`config.mk`:
```
export PLATFORM = sky130hd
export DESIGN_NAME = axrm_seq_divider
export DESIGN_NICKNAME = d
export VERILOG_FILES = /design/src/rtl/axrm_seq_divider.sv
export SDC_FILE = /design/constraint.sdc
export NUM_CORES = 1
export LEC_CHECK = 0
export CORE_ASPECT_RATIO = 1.25
export CORE_MARGIN = 8
export CORE_UTILIZATION = 47
export CTS_CLUSTER_DIAMETER = 40
export CTS_CLUSTER_SIZE = 8
export DETAILED_ROUTE_END_ITERATION = 16
export PLACE_DENSITY = 0.73
export SKIP_LAST_GASP = 1
export SLEW_MARGIN = 10
export SYNTH_ARGS = -nofsm -noshare
export SYNTH_HDL_FRONTEND = slang
export SYNTH_SLANG_ARGS = --single-unit
```
`constraint.sdc`:
```
create_clock -name clk -period 7.3 [get_ports clk]
set_input_delay 1.46 -clock clk [delete_from_list [all_inputs] [get_ports clk]]
set_output_delay 1.46 -clock clk [all_outputs]
set_load 0.01 [all_outputs]
```
`src/rtl/axrm_seq_divider.sv`:
```
// Iterative restoring divider: 2N-bit dividend / N-bit divisor, one quotient bit per clock.
// Used to back-solve multiplier operands from exact or approximate products.
module axrm_seq_divider #(
    parameter int unsigned N = 8
) (
    input  logic             clk,
    input  logic             rst,
    input  logic             in_valid,
    output logic             in_ready,
    input  logic [2*N-1:0]   dividend,
    input  logic [N-1:0]     divisor,
    output logic             out_valid,
    input  logic             out_ready,
    output logic [2*N-1:0]   quotient,
    output logic [N-1:0]     remainder,
    output logic             div_by_zero,
    output logic             q_ovf
);

    localparam int unsigned CW = $clog2(2 * N);

    typedef enum logic [1:0] {IDLE, BUSY, DONE} state_t;

    state_t           state_q;
    logic [2*N-1:0]   work_q, work_d;
    logic [N-1:0]     part_q, part_d;
    logic [N-1:0]     dvsr_q;
    logic [CW-1:0]    cnt_q;
    logic             zero_q;
    logic [2*N-1:0]   quotient_q;
    logic [N-1:0]     remainder_q;
    logic             dbz_q;
    logic             ovf_q;

    logic [N:0]       trial;
    logic [N:0]       diff;
    logic             ge;

    // partial < divisor keeps trial < 2*divisor, so diff[N] is a clean borrow flag.
    always_comb begin
        trial  = {part_q, work_q[2*N-1]};
        diff   = trial - {1'b0, dvsr_q};
        ge     = ~diff[N];
        part_d = ge ? diff[N-1:0] : trial[N-1:0];
        work_d = {work_q[2*N-2:0], ge};
    end

    always_ff @(posedge clk) begin
        if (rst) begin
            state_q     <= IDLE;
            work_q      <= '0;
            part_q      <= '0;
            dvsr_q      <= '0;
            cnt_q       <= '0;
            zero_q      <= 1'b0;
            quotient_q  <= '0;
            remainder_q <= '0;
            dbz_q       <= 1'b0;
            ovf_q       <= 1'b0;
        end else begin
            case (state_q)
                IDLE: begin
                    if (in_valid) begin
                        work_q  <= dividend;
                        dvsr_q  <= divisor;
                        part_q  <= '0;
                        zero_q  <= (divisor == '0);
                        cnt_q   <= CW'(2 * N - 1);
                        state_q <= BUSY;
                    end
                end
                BUSY: begin
                    // A zero divisor spends a single cycle here so its result lands one edge after acceptance.
                    if (zero_q) begin
                        quotient_q  <= '1;
                        remainder_q <= work_q[N-1:0];
                        dbz_q       <= 1'b1;
                        ovf_q       <= 1'b1;
                        state_q     <= DONE;
                    end else begin
                        work_q <= work_d;
                        part_q <= part_d;
                        cnt_q  <= cnt_q - CW'(1);
                        if (cnt_q == '0) begin
                            quotient_q  <= work_d;
                            remainder_q <= part_d;
                            dbz_q       <= 1'b0;
                            ovf_q       <= |work_d[2*N-1:N];
                            state_q     <= DONE;
                        end
                    end
                end
                DONE: begin
                    if (out_ready) begin
                        state_q <= IDLE;
                    end
                end
                default: state_q <= IDLE;
            endcase
        end
    end

    assign in_ready    = (state_q == IDLE);
    assign out_valid   = (state_q == DONE);
    assign quotient    = quotient_q;
    assign remainder   = remainder_q;
    assign div_by_zero = dbz_q;
    assign q_ovf       = ovf_q;

endmodule
```
==> impl_results.md <==
* Gpl congestion at slightly below 0.9
* Crit Path Class: primary input to register
* First-pass GRT wire length at between 10000 and 15000 um
* Initial core utilization at between 40% and 50%
* CP Capture Type: register
* Clock latency on the worst-skew pair at about 0.33 ns
* Setup TNS at 0 ns
* Worst-path clk slew at approximately 0.07 ns
* Worst min path class: register to register
* Slew HR at around an eighth
* Crit path to: work_q[11]$_SDFFE_PP0P_
* Pins Over Slew Limit at 0
* Library cells used by synthesis at 45
* Final hold vios at 0
* Die W at just under 90 um
* I/O Buffers at between 50 and 60
* Fin Clk Skew at around 0.0067 ns
* Post-place setup slack at 3.649 ns
* Peak VDD IR at about 0.00017 V
* Core area at roughly 6200 sq um
* Leakage power at 0.001412 uW
* Final core utilization at between 60 and 70%
* RSZ-0062 raised after global routing: no
* Drt pass-1 iters at 5
* Setup ws final at roughly 3.9 ns
* Die Ht at between 100 and 150 um
* GRT overflow at 0
* Post-Syn Area per Cell at ~8.3 sq um
* H-tree depth at 3
* FFs w/ async S/R, synth at 0%
* Vias in the first global route at around 2800
* Die ar. at slightly above 9000 sq um
* Yosys Warn Count at 0
* FF+latch count, synth at 65
* Syn Inst Count at 361
* Deepest clock path buffer count at 2
* CP required at approximately 7.5 ns
* R2R Path End: remainder[7]$_SDFFE_PP0P_
* Clock sinks at 65
* Iteration-0 DRC Markers at about 170
* Worst reg2reg path depth at 9
* Layout cell share with drive strength beyond 1 at under 10%
* Cts repair resizes at 0
* GRT Overall Usage at about 17%
* Commonest cells after routing, fill and taps aside: dfxtp_1, clkdlybuf4s50_1, nor2_1
* Crit path DAT at 3.57 ns
* TritonCTS Buffers at 9
* Worst-margin pin slew at around 1.3 ns
* Final Critical Period at roughly 3.4 ns
* CTS root buf: clkbuf_8
* Final net count at roughly 450
* Post-synthesis sequential area ratio at 43.62%
* Net Count, Synth at approximately 400
* DR WL/cell at about 15 um
* Worst r2r src: work_q[15]$_SDFFE_PP0P_
* DP HPWL at between 5000 and 6000 um
* Synthesized area at 2983 sq um
* Top-Level Pins at 56
* Max cap viols at 0
* Drt via density at approximately 5.6
* Commonest non-fill, non-tap cell in the layout: dfxtp_1
* EDFF count, synth at 0
* Hold_ws at 0.4583 ns
* # rows at 32
* Largest net degree at the start of global routing at 62
* Crit share post-route at 46.24%
* Synth Flop Type: dfxtp_1
* Ant. Diodes at 0
* Critical Path Start Type: primary input
* Setup slack, reg-to-reg at 4.56 ns
* Pwr/cell area at ~260 nW/um^2
* Initial antenna violation count at 0
* Worst Setup SP: in_valid
* Finish-stage setup viols at 0
* Status: finished, final reports clean
* Vias at 2812
* CP Max Fanout at 25
* Setup Buffers After CTS at 0
* DRC Markers at 0
* CTS Hold Bufs at 0
* CTS tree: done
* F_max at about 0.30 GHz
* Hold Crit Start: dvsr_q[6]$_SDFFE_PP0P_
* Synth-to-Final Area Change at 27.18%
* Fillers at approximately 560
* Routed wire length at roughly 7600 um
* Final ANT Viol Nets at 0
==> power by group <==
group          leakage [uW]  switching (uW)  total (uW)  internal, uW
Clock              0.000107             128         314           186
Sequential         0.000531            28.5         416           388
Combinational      0.000775             150         273           123
==> cell type report <==
class | instances | area, sq um | area share [%]
Multi-Input combinational cell | 262 | 1550 | 40.86
Sequential cell | 65 | 1301 | 34.30
Timing Repair Buffer | 59 | 575.6 | 15.17
Clock buffer | 14 | 172.7 | 4.551
Tap cell | 85 | 106.4 | 2.803
Inverter | 14 | 52.55 | 1.385
Clock inverter | 2 | 35.03 | 0.9235
==> registers in the layout, indices dropped and copies added, names as in the netlist <==
name	count
work_q	16
part_q	8
cnt_q	4
q_ovf	1
dvsr_q	8
state_q	2
zero_q	1
div_by_zero	1
quotient	16
remainder	8
==> per-stage QoR <==
step	instances	cell area, sq um	power (uW)
final	501	3794	1003
after global routing	501	3794	1060
after CTS	501	3794	1010
after detailed placement	485	3586	694.6
after global placement	485	3586	690.7
after floorplan	361	2983	611.4
==> kinds of logic (layout without fill, tap and decap cells) <==
logic type               after synthesis  count (layout)  synth area share, %
AND/OR/NAND/NOR                      130             130                19.50
buffers and inverters                 34              89                4.572
XOR/XNOR                               5               5                1.468
AO/OA/AOI/OAI                        109             109                23.66
adder cells (fa/ha/maj)               10              10                4.446
multiplexers                           8               8                2.727
flip-flops                            65              65                43.62
==> worst min-delay path by stage <==
| stage | slack, ns | cells past startpoint | to |
|---|---|---|---|
| final | 0.46 | 2 | dvsr_q[6]$_SDFFE_PP0P_ |
| after global placement | 0.45 | 2 | dvsr_q[6]$_SDFFE_PP0P_ |
| after floorplan | 0.44 | 2 | dvsr_q[1]$_SDFFE_PP0P_ |
| after detailed placement | 0.45 | 2 | dvsr_q[5]$_SDFFE_PP0P_ |
| after global routing | 0.48 | 2 | dvsr_q[7]$_SDFFE_PP0P_ |
| after CTS | 0.46 | 2 | dvsr_q[5]$_SDFFE_PP0P_ |
==> worst max-delay path: stages <==
cell	delay [ns]
clkdlybuf4s50_1	0.41
nor3b_2	0.15
buf_4	0.22
nor2_1	0.99
nor2_1	0.12
a21oi_1	0.16
nor2_1	0.05
==> metal layers <==
metal / track usage (%) / share of wire [%]
met5: 0 / 0
met4: 7.768 / 1.7
met3: 3.683 / 6.9
met2: 29.42 / 50
met1: 20.05 / 41
==> Yosys cell counts, types with 2 or more instances <==
master	n	area (sq um)
nand2_1	41	153.9
o22ai_1	7	43.79
or4_1	2	15.01
mux2i_1	7	70.07
a22oi_1	22	165.2
nor2b_1	5	31.28
dfxtp_1	65	1301
o21a_1	4	30.03
o21ai_1	6	30.03
nand2b_1	4	25.02
a21o_1	2	15.01
a221o_1	2	20.02
nor3b_2	2	25.02
nor2_1	48	180.2
clkbuf_1	16	60.06
o21ai_0	12	60.06
ha_1	9	112.6
buf_1	2	7.510
a221oi_1	2	17.52
o211ai_1	4	30.03
a21oi_1	34	170.2
xor2_1	4	35.03
and2_1	2	12.51
nor3_1	19	95.09
inv_1	14	52.55
nor4_1	4	25.02
a211oi_1	4	30.03
No activity file was read; power rests on OpenSTA's default activity.
